<file path="config.mk">
export PLATFORM = sky130hd
export DESIGN_NAME = ifetch_queue
export DESIGN_NICKNAME = d
export VERILOG_FILES = /design/src/rtl/ifetch_queue.sv
export SDC_FILE = /design/constraint.sdc
export NUM_CORES = 1
export LEC_CHECK = 0
export CORE_MARGIN = 1
export CORE_UTILIZATION = 50
export CTS_CLUSTER_SIZE = 8
export DETAILED_ROUTE_END_ITERATION = 7
export PLACE_DENSITY_LB_ADDON = 0.15
export SLEW_MARGIN = 20
export SYNTH_ARGS = -nofsm -noshare
export SYNTH_HDL_FRONTEND = slang
export SYNTH_SLANG_ARGS = --single-unit
</file>
<file path="constraint.sdc">
create_clock -name clk -period 2.6 [get_ports clk]
set_clock_uncertainty 0.1 [all_clocks]
set_input_delay 0.39 -clock clk [delete_from_list [all_inputs] [get_ports clk]]
set_output_delay 0.39 -clock clk [all_outputs]
set_load 0.1 [all_outputs]
</file>
<file path="src/rtl/ifetch_queue.sv">
// ifetch_queue: fetch PC, single-outstanding imem req/ack handshake and DEPTH-entry prefetch FIFO.
// Define IFQ_BYPASS_EN to present an acked word on ir in the same cycle when the FIFO is empty.
module ifetch_queue #(
  parameter int unsigned   IW       = 16,
  parameter int unsigned   AW       = 16,
  parameter int unsigned   DEPTH    = 4,
  parameter logic [AW-1:0] RESET_PC = '0
) (
  input  logic          clk,
  input  logic          rst_n,
  output logic          imem_req,
  output logic [AW-1:0] imem_addr,
  input  logic          imem_ack,
  input  logic [IW-1:0] imem_rdata,
  output logic [IW-1:0] ir,
  output logic [AW-1:0] ir_pc,
  output logic          ir_valid,
  input  logic          ir_ready,
  input  logic          redirect,
  input  logic [AW-1:0] redirect_pc,
  input  logic          halt,
  output logic          halted
);

  localparam int unsigned PW = $clog2(DEPTH);
  localparam int unsigned CW = PW + 1;

  typedef enum logic [1:0] {
    RUN    = 2'd0,
    DRAIN  = 2'd1,
    HALTED = 2'd2
  } state_e;

  state_e        state_q, state_d;
  logic [AW-1:0] fpc_q, fpc_d;
  logic [AW-1:0] addr_q, addr_d;
  logic          req_q, req_d;
  logic          discard_q, discard_d;
  logic          halted_q, halted_d;
  logic [CW-1:0] count_q, count_d;
  logic [PW-1:0] rd_ptr_q, rd_ptr_d;
  logic [PW-1:0] wr_ptr_q, wr_ptr_d;
  logic [IW-1:0] mem_data_q [DEPTH];
  logic [IW-1:0] mem_data_d [DEPTH];
  logic [AW-1:0] mem_addr_q [DEPTH];
  logic [AW-1:0] mem_addr_d [DEPTH];

  logic ack_v;
  logic pending;
  logic head_valid;
  logic bypass;
  logic push;
  logic pop;

  // Handshake qualifiers; pending means the request survives this cycle unacked.
  always_comb begin
    ack_v      = req_q & imem_ack;
    pending    = req_q & ~imem_ack;
    head_valid = (state_q == RUN) && (count_q != '0);
`ifdef IFQ_BYPASS_EN
    bypass     = (state_q == RUN) && (count_q == '0) && ack_v && !discard_q && !redirect && !halt;
`else
    bypass     = 1'b0;
`endif
  end

  always_comb begin
    ir       = '0;
    ir_pc    = '0;
    ir_valid = 1'b0;
    if (bypass) begin
      ir       = imem_rdata;
      ir_pc    = addr_q;
      ir_valid = 1'b1;
    end else if (head_valid) begin
      ir       = mem_data_q[rd_ptr_q];
      ir_pc    = mem_addr_q[rd_ptr_q];
      ir_valid = 1'b1;
    end
  end

  always_comb begin
    state_d    = state_q;
    fpc_d      = fpc_q;
    addr_d     = addr_q;
    req_d      = req_q;
    discard_d  = discard_q;
    halted_d   = halted_q;
    count_d    = count_q;
    rd_ptr_d   = rd_ptr_q;
    wr_ptr_d   = wr_ptr_q;
    mem_data_d = mem_data_q;
    mem_addr_d = mem_addr_q;
    push       = 1'b0;
    pop        = 1'b0;

    unique case (state_q)
      RUN: begin
        if (redirect) begin
          // Flush; a request still in flight is marked so its word is dropped on ack.
          fpc_d     = redirect_pc;
          discard_d = pending;
          count_d   = '0;
          rd_ptr_d  = '0;
          wr_ptr_d  = '0;
        end else if (halt) begin
          state_d   = pending ? DRAIN : HALTED;
          halted_d  = 1'b1;
          discard_d = 1'b0;
          count_d   = '0;
          rd_ptr_d  = '0;
          wr_ptr_d  = '0;
        end else begin
          if (ack_v) begin
            if (discard_q) begin
              discard_d = 1'b0;
            end else begin
              fpc_d = fpc_q + AW'(1);
              push  = !(bypass && ir_ready);
            end
          end
          pop = head_valid && ir_ready;
          if (push) begin
            mem_data_d[wr_ptr_q] = imem_rdata;
            mem_addr_d[wr_ptr_q] = addr_q;
            wr_ptr_d             = wr_ptr_q + PW'(1);
          end
          if (pop) begin
            rd_ptr_d = rd_ptr_q + PW'(1);
          end
          count_d = count_q + CW'(push) - CW'(pop);
        end

        // Hold an unacked request; otherwise issue at the next fetch PC if there is room.
        if (pending) begin
          req_d = 1'b1;
        end else begin
          addr_d = fpc_d;
          req_d  = (state_d == RUN) && (count_d < CW'(DEPTH));
        end
      end
      DRAIN: begin
        if (ack_v) begin
          state_d = HALTED;
          req_d   = 1'b0;
          addr_d  = fpc_q;
        end
      end
      HALTED: begin
        req_d = 1'b0;
      end
      default: begin
        state_d = HALTED;
        req_d   = 1'b0;
      end
    endcase
  end

  always_ff @(posedge clk) begin
    if (!rst_n) begin
      state_q   <= RUN;
      fpc_q     <= RESET_PC;
      addr_q    <= RESET_PC;
      req_q     <= 1'b0;
      discard_q <= 1'b0;
      halted_q  <= 1'b0;
      count_q   <= '0;
      rd_ptr_q  <= '0;
      wr_ptr_q  <= '0;
    end else begin
      state_q   <= state_d;
      fpc_q     <= fpc_d;
      addr_q    <= addr_d;
      req_q     <= req_d;
      discard_q <= discard_d;
      halted_q  <= halted_d;
      count_q   <= count_d;
      rd_ptr_q  <= rd_ptr_d;
      wr_ptr_q  <= wr_ptr_d;
    end
  end

  // FIFO storage needs no reset; count and pointers qualify every read.
  always_ff @(posedge clk) begin
    mem_data_q <= mem_data_d;
    mem_addr_q <= mem_addr_d;
  end

  assign imem_req  = req_q;
  assign imem_addr = addr_q;
  assign halted    = halted_q;

endmodule
</file>
* Yosys cells after proc, flatten, opt, wreduce, memory -nomap -nowiden
Index checks and enable logic that the tools add are counted.
** Word-level totals
- Output and inout bits :: 51
- Register bits after elaboration :: 172
- Logic and storage cells :: 101
** Operators by class
- Bitwise gates (word level) :: 8
- Mux-type cells :: 45
- $lt $le $gt $ge :: 4
- Reduce and logical (&&, ||, !) cells :: 18
- Equal/unequal tests :: 4
- Add/sub/neg operators :: 5
** Operators with widths (count)
- two-way mux 16 bit :: 13
- bitwise mux 64 bit :: 2
- binary-select mux 16 bit (select 2 bit) :: 2
- demux 16 bit (select 2 bit) :: 1
- one-hot mux 16 bit (2 select lines) :: 1
- two-way mux 2 bit :: 11
- adder 16 x 1 -> 16 bit, second input constant :: 1
- nonzero test 3 bit :: 4
- two-way mux 1 bit :: 10
- two-way mux 3 bit :: 3
- AND reduction 2 bit :: 4
- greater-or-equal comparator 3 bit, second input constant :: 2
- inverter 2 -> 3 bit :: 2
- one-hot mux 2 bit (3 select lines) :: 1
- AND reduction 3 bit :: 2
- adder 2 x 1 -> 2 bit, second input constant :: 2
- logical AND 1 bit :: 4
- logical NOT 2 bit :: 2
- != test 2 bit, second input constant :: 2
- inverter 1 bit :: 4
- AND reduction 4 bit :: 1
- adder 3 x 1 -> 3 bit :: 1
- < comparator 3 x 1 -> 1 bit, second input constant :: 1
- < comparator 3 bit, second input constant :: 1
- 6 further kinds :: 7

* Longest topological paths before layout
Gate-level depths: netlist of the first run.
- Depth after elaboration :: 14
- Gate-level depth with buffers :: 14

* Least setup slack after synthesis of the first run
Ideal clock, no wire load.
- Kind :: register to register
- Start point :: reg req_q (netlist: imem_req)
- End point :: reg req_q (netlist: imem_req)
- Arrival :: 3.170 ns
- Path buffers :: 0
- Path slack :: -0.784 ns
- Clock period less this slack :: 3.384 ns
- Stages on the path, launching flop included :: 13
- Cell sequence :: dfxtp_1 > nand2_1 > or2_2 > ha_1 > inv_1 > ha_1 > inv_1 > fa_1 > xnor2_1 > xnor2_1 > o21ai_0 > a21oi_1 > nor2_1
** On the way
- Word-level cells in the longest chain between the ends :: 14
** RTL lines
- start, declared :: line 37 : logic req_q, req_d;
- start signal, assigned :: line 174 : req_q <= req_d;
- AND 1 bit :: line 57 : ack_v = req_q & imem_ack;
- two-way mux 1 bit :: line 114 : if (ack_v) begin
- two-way mux 1 bit :: line 106 : end else if (halt) begin
- two-way mux 1 bit :: line 99 : if (redirect) begin
- two-way mux 1 bit :: line 97 : unique case (state_q)
- adder 3 x 1 -> 3 bit :: line 131 : count_d = count_q + CW'(push) - CW'(pop);
- subtractor 3 x 1 -> 3 bit :: line 131
- two-way mux 3 bit :: line 106
- two-way mux 3 bit :: line 99
- two-way mux 3 bit :: line 97
- < comparator 3 bit :: line 139 : req_d = (state_d == RUN) && (count_d < CW'(DEPTH));
- logical AND 1 bit :: line 139
- two-way mux 1 bit :: line 135 : if (pending) begin
- one-hot mux 1 bit (2 select lines) :: line 97
Parallel ways exist; a longest one is shown, timed or not. The select of a mux whose other input is x is not followed.
A chain may end at the register's enable or synchronous reset.

* Worst setup path in the final report of the first run
- Start point :: reg rd_ptr_q[0]
- End point :: out ir_pc[9]
** On the way
- Word-level cells in the longest chain between the ends :: 5
** RTL lines
- start, declared :: line 41 : logic [PW-1:0] rd_ptr_q, rd_ptr_d;
- start signal, assigned :: line 178 : rd_ptr_q <= rd_ptr_d;
- inverter 2 -> 3 bit (implied by the code) :: line 77 : ir_pc = mem_addr_q[rd_ptr_q];
- binary-select mux 16 bit (select 2 bit) :: line 77
- two-way mux 16 bit (implied by the code) (2 in a row) :: line 77
- two-way mux 16 bit :: line 75 : end else if (head_valid) begin
- end, declared :: line 16 : output logic [AW-1:0] ir_pc,
Every way passes these cells. The select of a mux whose other input is x is not followed.

==> results.yml, run 1 <==
setup_path:
  r2r-end: "count_q[2]"
  crit_path_end_kind: "primary output"
  arrival_ns: 2.00
  start_kind: "flop"
  path_class: "reg2out"
  reg2reg_depth: 13
  r2r-start: "imem_req"
  reg2reg_slack_ns: 0.18
  worstPathRequired_ns: 2.11
  cp_max_fo: 17
cts:
  path_clk_slew_ns: 0.06
  root_buffer: "clkbuf_16"
  ctsHtreeMaxLevel: 4
  clock_latency_ns: 0.42
  cts_tree: "done"
  cts_buffer_depth: 2
  cts_made_buffers: 17
  holdBufCountCts: 0
  cts_sinks: 172
timing:
  timing.fmax_mhz: 402
  hold_violations: 0
  timing.final.crit_period_ns: 2.49
  tightestPinTransition_ns: 0.766
  fin_crit_sh_pct: 95.7
  relSlewSlack_pct: 48.9
  final.setup.worst_slack_ns: 0.111
  setup_tns_ns: 0
  grt_setup_unrepaired: "false"
  slew_violations: 0
  finalSetupViolCount: 0
yosys:
  yosysSeqAreaShare_pct: 62.0
  synth_ff_type: "edfxtp_1"
  synth.avg_cell_area_um2: 13.1
  syn-cell-area_mm2: 0.00762
  syn-num-nets: 626
  synth-seq-cells: 172
  async_flop_share_pct: 0
  yosys_warnings: 0
  synthesis.instances: 580
  synth_edf_count: 128
  synth_cell_types: 67
global_routing:
  antenna_found_initial: 0
  grt_overflow: 0
  grt_pass1_wl_mm: 27.5
  grt_max_degree: 59
  grt_pass1_vias: 5153
  grt_usage_pct: 22.9
layout:
  area_growth_pct: 28.7
  fin_util_pct: 66.7
  fill_cells: 1024
  stdcell_count: 874
  fin_nets: 724
  drive_gt1_share_pct: 26.1
  antennaDiodeCount: 0
route:
  first_pass_iters: 7
  routedWlPerCell_um: 19.5
  vias: 5146
  drt-initial-drc-count: 366
  ant_nets: 0
  via_per_inst: 5.89
  drc: 9
  finalWirelength_mm: 17.0
die:
  die-area_mm2: 0.0157
  die_h_um: 125
  coreArea_mm2: 0.0147
  die_w_um: 125
  io_pins: 89
  initial_core_util_pct: 51.9
  rows: 44
power_and_ir_drop:
  p_total_uw: 6470
  power_density_mw_per_mm2: 659
  power.leakage_uw: 0.00338
  ir_drop_mv: 0.451
placed_design:
  hpwl_mm: 11.1
  dp_slack_ns: -0.447
  port_buffers: 88
  dp_cells: 842
  gp_congestion: 0.874
flow_run:
  max_cap_viol_count: 0
hold_path:
  hold_end: "rd_ptr_q[1]"
  hold_path_depth: 3
  hp-class: "in2reg"
  min_from: "redirect"
status:
  status: "complete, but fails checks"
  violations: "design-rule violations"
-- where the power goes --
| group | switching, µW | internal (µW) | leakage, µW |
|---|---|---|---|
| logic | 529 | 240 | 0.00156 |
| clock network | 986 | 1590 | 0.000287 |
| registers | 94.3 | 3030 | 0.00153 |
-- worst max path at each step --
| stage | start | end | slack (ns) | cells past startpoint |
|---|---|---|---|---|
| floorplan | imem_req | imem_req | -0.06 | 12 |
| global placement | imem_ack | imem_req | -0.39 | 13 |
| detailed placement | imem_ack | imem_req | -0.45 | 13 |
| CTS | rd_ptr_q[0] | ir_pc[9] | 0.009 | 4 |
| global route | imem_req | imem_req | 0.02 | 12 |
| finish | rd_ptr_q[0] | ir_pc[9] | 0.11 | 4 |
-- metal layers --
metal / up-vias / GRT usage, % / wire length [µm]
met1: 2562 / 30.0 / 7550
met3: 16 / 4.96 / 843
li1: 2413 / - / -
met5: - / 0 / 0
met4: 0 / 7.60 / 156
met2: 155 / 38.0 / 8460
-- placed cells by master, fill, tap and decap left out, types with 4 or more instances in the layout --
cell type	count
edfxtp_1	128
buf_4	45
dfxtp_1	41
buf_12	40
nand2_1	39
o21ai_0	37
clkdlybuf4s50_1	35
mux4_2	32
nor2_1	31
and2_1	26
a21oi_1	26
nand3_1	21
clkbuf_16	17
and2_2	13
inv_1	10
nor3_1	9
a31oi_1	9
nand2b_1	7
a22oi_1	7
ha_1	7
nand4_1	6
o211ai_1	5
or2_2	4
o22ai_1	4
and3_1	4
nor2b_1	4
or3_1	4
bufinv_16	4
-- what timing repair did --
item / CTS / global route
endpoints found under the setup margin: 1 / 8
gates resized for setup: 1 / 2
pin swaps: 1 / 2
buffers inserted: 1 / 0
-- worst max-delay path, stage by stage (launching register included) --
cell and delay, ns:
dfxtp_4 0.43, buf_12 0.21, mux4_2 0.53, and2_2 0.24, buf_12 0.17
-- registers in the layout, indices dropped and copies added (netlist names), 2 cells and up --
name and cells:
state_q 2, rd_ptr_q 2, mem_data_q 64, mem_addr_q 64
fpc_q 16, count_q 3, wr_ptr_q 2, imem_addr 16
-- Yosys cell counts (4+ instances only) --
| cell | instances | area share [%] |
|---|---|---|
| nor2_1 | 31 | 1.5 |
| mux4_2 | 32 | 9.5 |
| nand3_1 | 21 | 1.4 |
| o211ai_1 | 5 | 0.49 |
| edfxtp_1 | 128 | 50 |
| clkbuf_1 | 24 | 1.2 |
| and2_1 | 39 | 3.2 |
| and3_1 | 4 | 0.33 |
| nor3_1 | 9 | 0.59 |
| a21oi_1 | 26 | 1.7 |
| a22oi_1 | 7 | 0.69 |
| a31oi_1 | 9 | 0.74 |
| nand2_1 | 40 | 2.0 |
| ha_1 | 7 | 1.1 |
| o22ai_1 | 4 | 0.33 |
| inv_1 | 10 | 0.49 |
| dfxtp_1 | 44 | 12 |
| or2_2 | 4 | 0.33 |
| or3_1 | 4 | 0.33 |
| o21ai_0 | 37 | 2.4 |
| nor2b_1 | 4 | 0.33 |
| buf_2 | 13 | 0.85 |
| nand4_1 | 6 | 0.49 |
| nand2b_1 | 7 | 0.57 |
-- through the flow --
step | cell area [µm²] | hold WS (ns)
floorplan | 7650 | 0.349
global placement | 9190 | 0.358
detailed placement | 9190 | 0.376
CTS | 9800 | 0.242
global route | 9810 | 0.270
finish | 9810 | 0.259
-- area by class of cell --
cell class | count | area, µm² | share of cell area, %
Sequential cell | 172 | 4730 | 48.3
Clock buffer | 17 | 425 | 4.34
Inverter | 10 | 37.5 | 0.383
Tap cell | 184 | 230 | 2.35
Multi-Input combinational cell | 355 | 2700 | 27.5
Clock inverter | 14 | 178 | 1.81
Timing Repair Buffer | 122 | 1510 | 15.4
-- cell families (layout without fill, tap and decap cells) --
logic type | after synthesis | count (layout) | share of synthesized area, %
compound gates | 119 | 119 | 9.91
xor+xnor | 4 | 4 | 0.460
fa+ha+maj | 8 | 8 | 1.41
buf+inv | 53 | 163 | 3.00
flops | 172 | 172 | 62.0
mux | 37 | 37 | 10.1
simple gates | 187 | 187 | 13.1
No activity file was read; power rests on OpenSTA's default activity.
==> run 2: changes to the inputs <==
--- a/config.mk
+++ b/config.mk
@@ -5,6 +5,7 @@
 export SDC_FILE = /design/constraint.sdc
 export NUM_CORES = 1
 export LEC_CHECK = 0
+export CORE_ASPECT_RATIO = 0.7
 export CORE_MARGIN = 1
 export CORE_UTILIZATION = 50
 export CTS_CLUSTER_SIZE = 8
==> run 2 against run 1 <==
  * The run now ends clean
  * Final cell count is 1.8% higher
  * Highest routed layer unchanged
  * Register-to-register slack worse by 0.05 ns
  * Worst setup slack improved by 0.014 ns
  * Clock power is 4% lower
  * Cell area rose by 0.38%
  * Via count rose by 1.8%
  * Hold slack better by 0.024 ns
  * Largest cell class unchanged
  * Critical path type is now reg2reg
  * Maximum frequency increased by 0.57%
==> results.yml, run 2 (same netlist as run 1, synthesis figures left out) <==
status:
  status: "completed"
placed_design:
  gp_congestion: 0.874
  dpl_cell_area_mm2: 0.00923
  port_buffers: 88
  hpwl_mm: 11.6
route:
  routedWlPerCell_um: 20.0
  drc: 0
  via_per_inst: 5.89
  vias: 5239
  ant_nets: 0
  first_pass_iters: 7
  finalWirelength_mm: 17.8
  drt-initial-drc-count: 495
timing:
  slew_violations: 0
  grt_setup_unrepaired: "false"
  fin_crit_sh_pct: 95.2
  finalSetupViolCount: 0
  timing.final.crit_period_ns: 2.47
  hold_slack_ns: 0.283
  timing.fmax_mhz: 404
  setup_tns_ns: 0
  hold_violations: 0
  tightestPinTransition_ns: 0.796
  relSlewSlack_pct: 46.9
cts:
  root_buffer: "clkbuf_16"
  holdBufCountCts: 0
  cts_tree: "done"
  path_clk_slew_ns: 0.06
  cts_sinks: 172
  cts_buffer_depth: 2
  ctsHtreeMaxLevel: 4
  cts_made_buffers: 17
  clock_latency_ns: 0.42
power_and_ir_drop:
  power_density_mw_per_mm2: 647
  power.leakage_uw: 0.00339
  ir_drop_mv: 0.474
setup_path:
  crit_path_end_kind: "flop"
  r2r-end: "imem_req"
  r2r-start: "imem_req"
  start_kind: "flop"
  reg2reg_depth: 12
  path_class: "reg2reg"
  reg2reg_slack_ns: 0.13
  cp_max_fo: 9
  arrival_ns: 2.69
  worstPathRequired_ns: 2.82
global_routing:
  grt_max_degree: 57
  grt_overflow: 0
  grt_usage_pct: 23.5
  grt_pass1_wl_mm: 27.2
  grt_pass1_vias: 5000
  antenna_found_initial: 0
layout:
  fin_util_pct: 66.5
  seq_area_mm2: 0.00473
  multi_input_area_mm2: 0.00271
  area_growth_pct: 29.2
  top_regs: "mem_addr_q: 64 flops, mem_data_q: 64 flops"
  fill_cells: 1096
  antennaDiodeCount: 0
  drive_gt1_share_pct: 26.6
  final_cell_area_mm2: 0.00985
  layout_commonest_cell: "edfxtp_1"
  fin_nets: 728
  final_cell_mix: "128 x edfxtp_1, 48 x buf_4, 41 x dfxtp_1, 40 x buf_12, 39 x nand2_1"
die:
  io_pins: 89
  initial_core_util_pct: 51.5
  coreArea_mm2: 0.0148
  die_w_um: 150
  rows: 37
  die_h_um: 105
  die-area_mm2: 0.0158
hold_path:
  min_from: "redirect"
  hp-class: "in2reg"
  hold_end: "rd_ptr_q[1]"
  hold_path_depth: 3
flow_run:
  max_cap_viol_count: 0
-- run 2: cell types whose count changed in the layout (fill, tap and decap cells not counted), moves of 2 or more --
cell and delta:
inv_6 +3, buf_4 +3, clkinv_2 -2, bufinv_16 -2
-- run 2: per-layer routing --
metal	part of all wire, %	track usage, %
met1	44	32.6
met2	48	36.2
met3	7.0	5.97
met4	1.1	7.22
met5	0	0
-- run 2: layout make-up --
cell class / count / area share [%]
Sequential cell: 172 / 48.1
Inverter: 10 / 0.381
Tap cell: 195 / 2.48
Multi-Input combinational cell: 355 / 27.5
Clock inverter: 14 / 1.45
Timing Repair Buffer: 126 / 15.8
Clock buffer: 18 / 4.36
-- run 2: report_power, final --
part	internal, µW	switching (µW)	total (µW)
sequential	3030	99.1	3130
clock	1410	1050	2470
combinational	245	532	777
total	4690	1680	6370
-- run 2: timing repair --
item,4_1_cts,5_1_grt
cloned,0,1
pin swaps,2,2
resized for setup,1,3
setup endpoints to repair,1,3
setup buffers,1,0
-- run 2: through the flow --
stage               setup slack, ns  std cells  power (µW)
floorplan                   -0.0636        580        3680
global placement             -0.382        856        3940
detailed placement           -0.492        856        3960
CTS                          0.0393        889        6390
global route                0.00315        890        6560
finish                        0.125        890        6370
-- run 2: critical path, stage by stage (launching register included) --
cell	delay, ns
dfxtp_4	0.39
nand2_2	0.06
or2_2	0.29
ha_1	0.30
inv_1	0.06
ha_1	0.13
inv_1	0.05
fa_2	0.35
xnor2_2	0.18
xnor2_1	0.13
o21ai_0	0.09
a21oi_1	0.19
nor2_1	0.05
-- run 2: worst max-delay path by stage --
stage / from / slack (ns) / cells after the start / end
after floorplan: imem_req / -0.06 / 12 / imem_req
after global routing: imem_req / 0.003 / 12 / imem_req
after CTS: rd_ptr_q[0] / 0.04 / 4 / ir_pc[4]
after global placement: imem_ack / -0.38 / 13 / imem_req
final: imem_req / 0.13 / 12 / imem_req
after detailed placement: imem_ack / -0.49 / 13 / imem_req
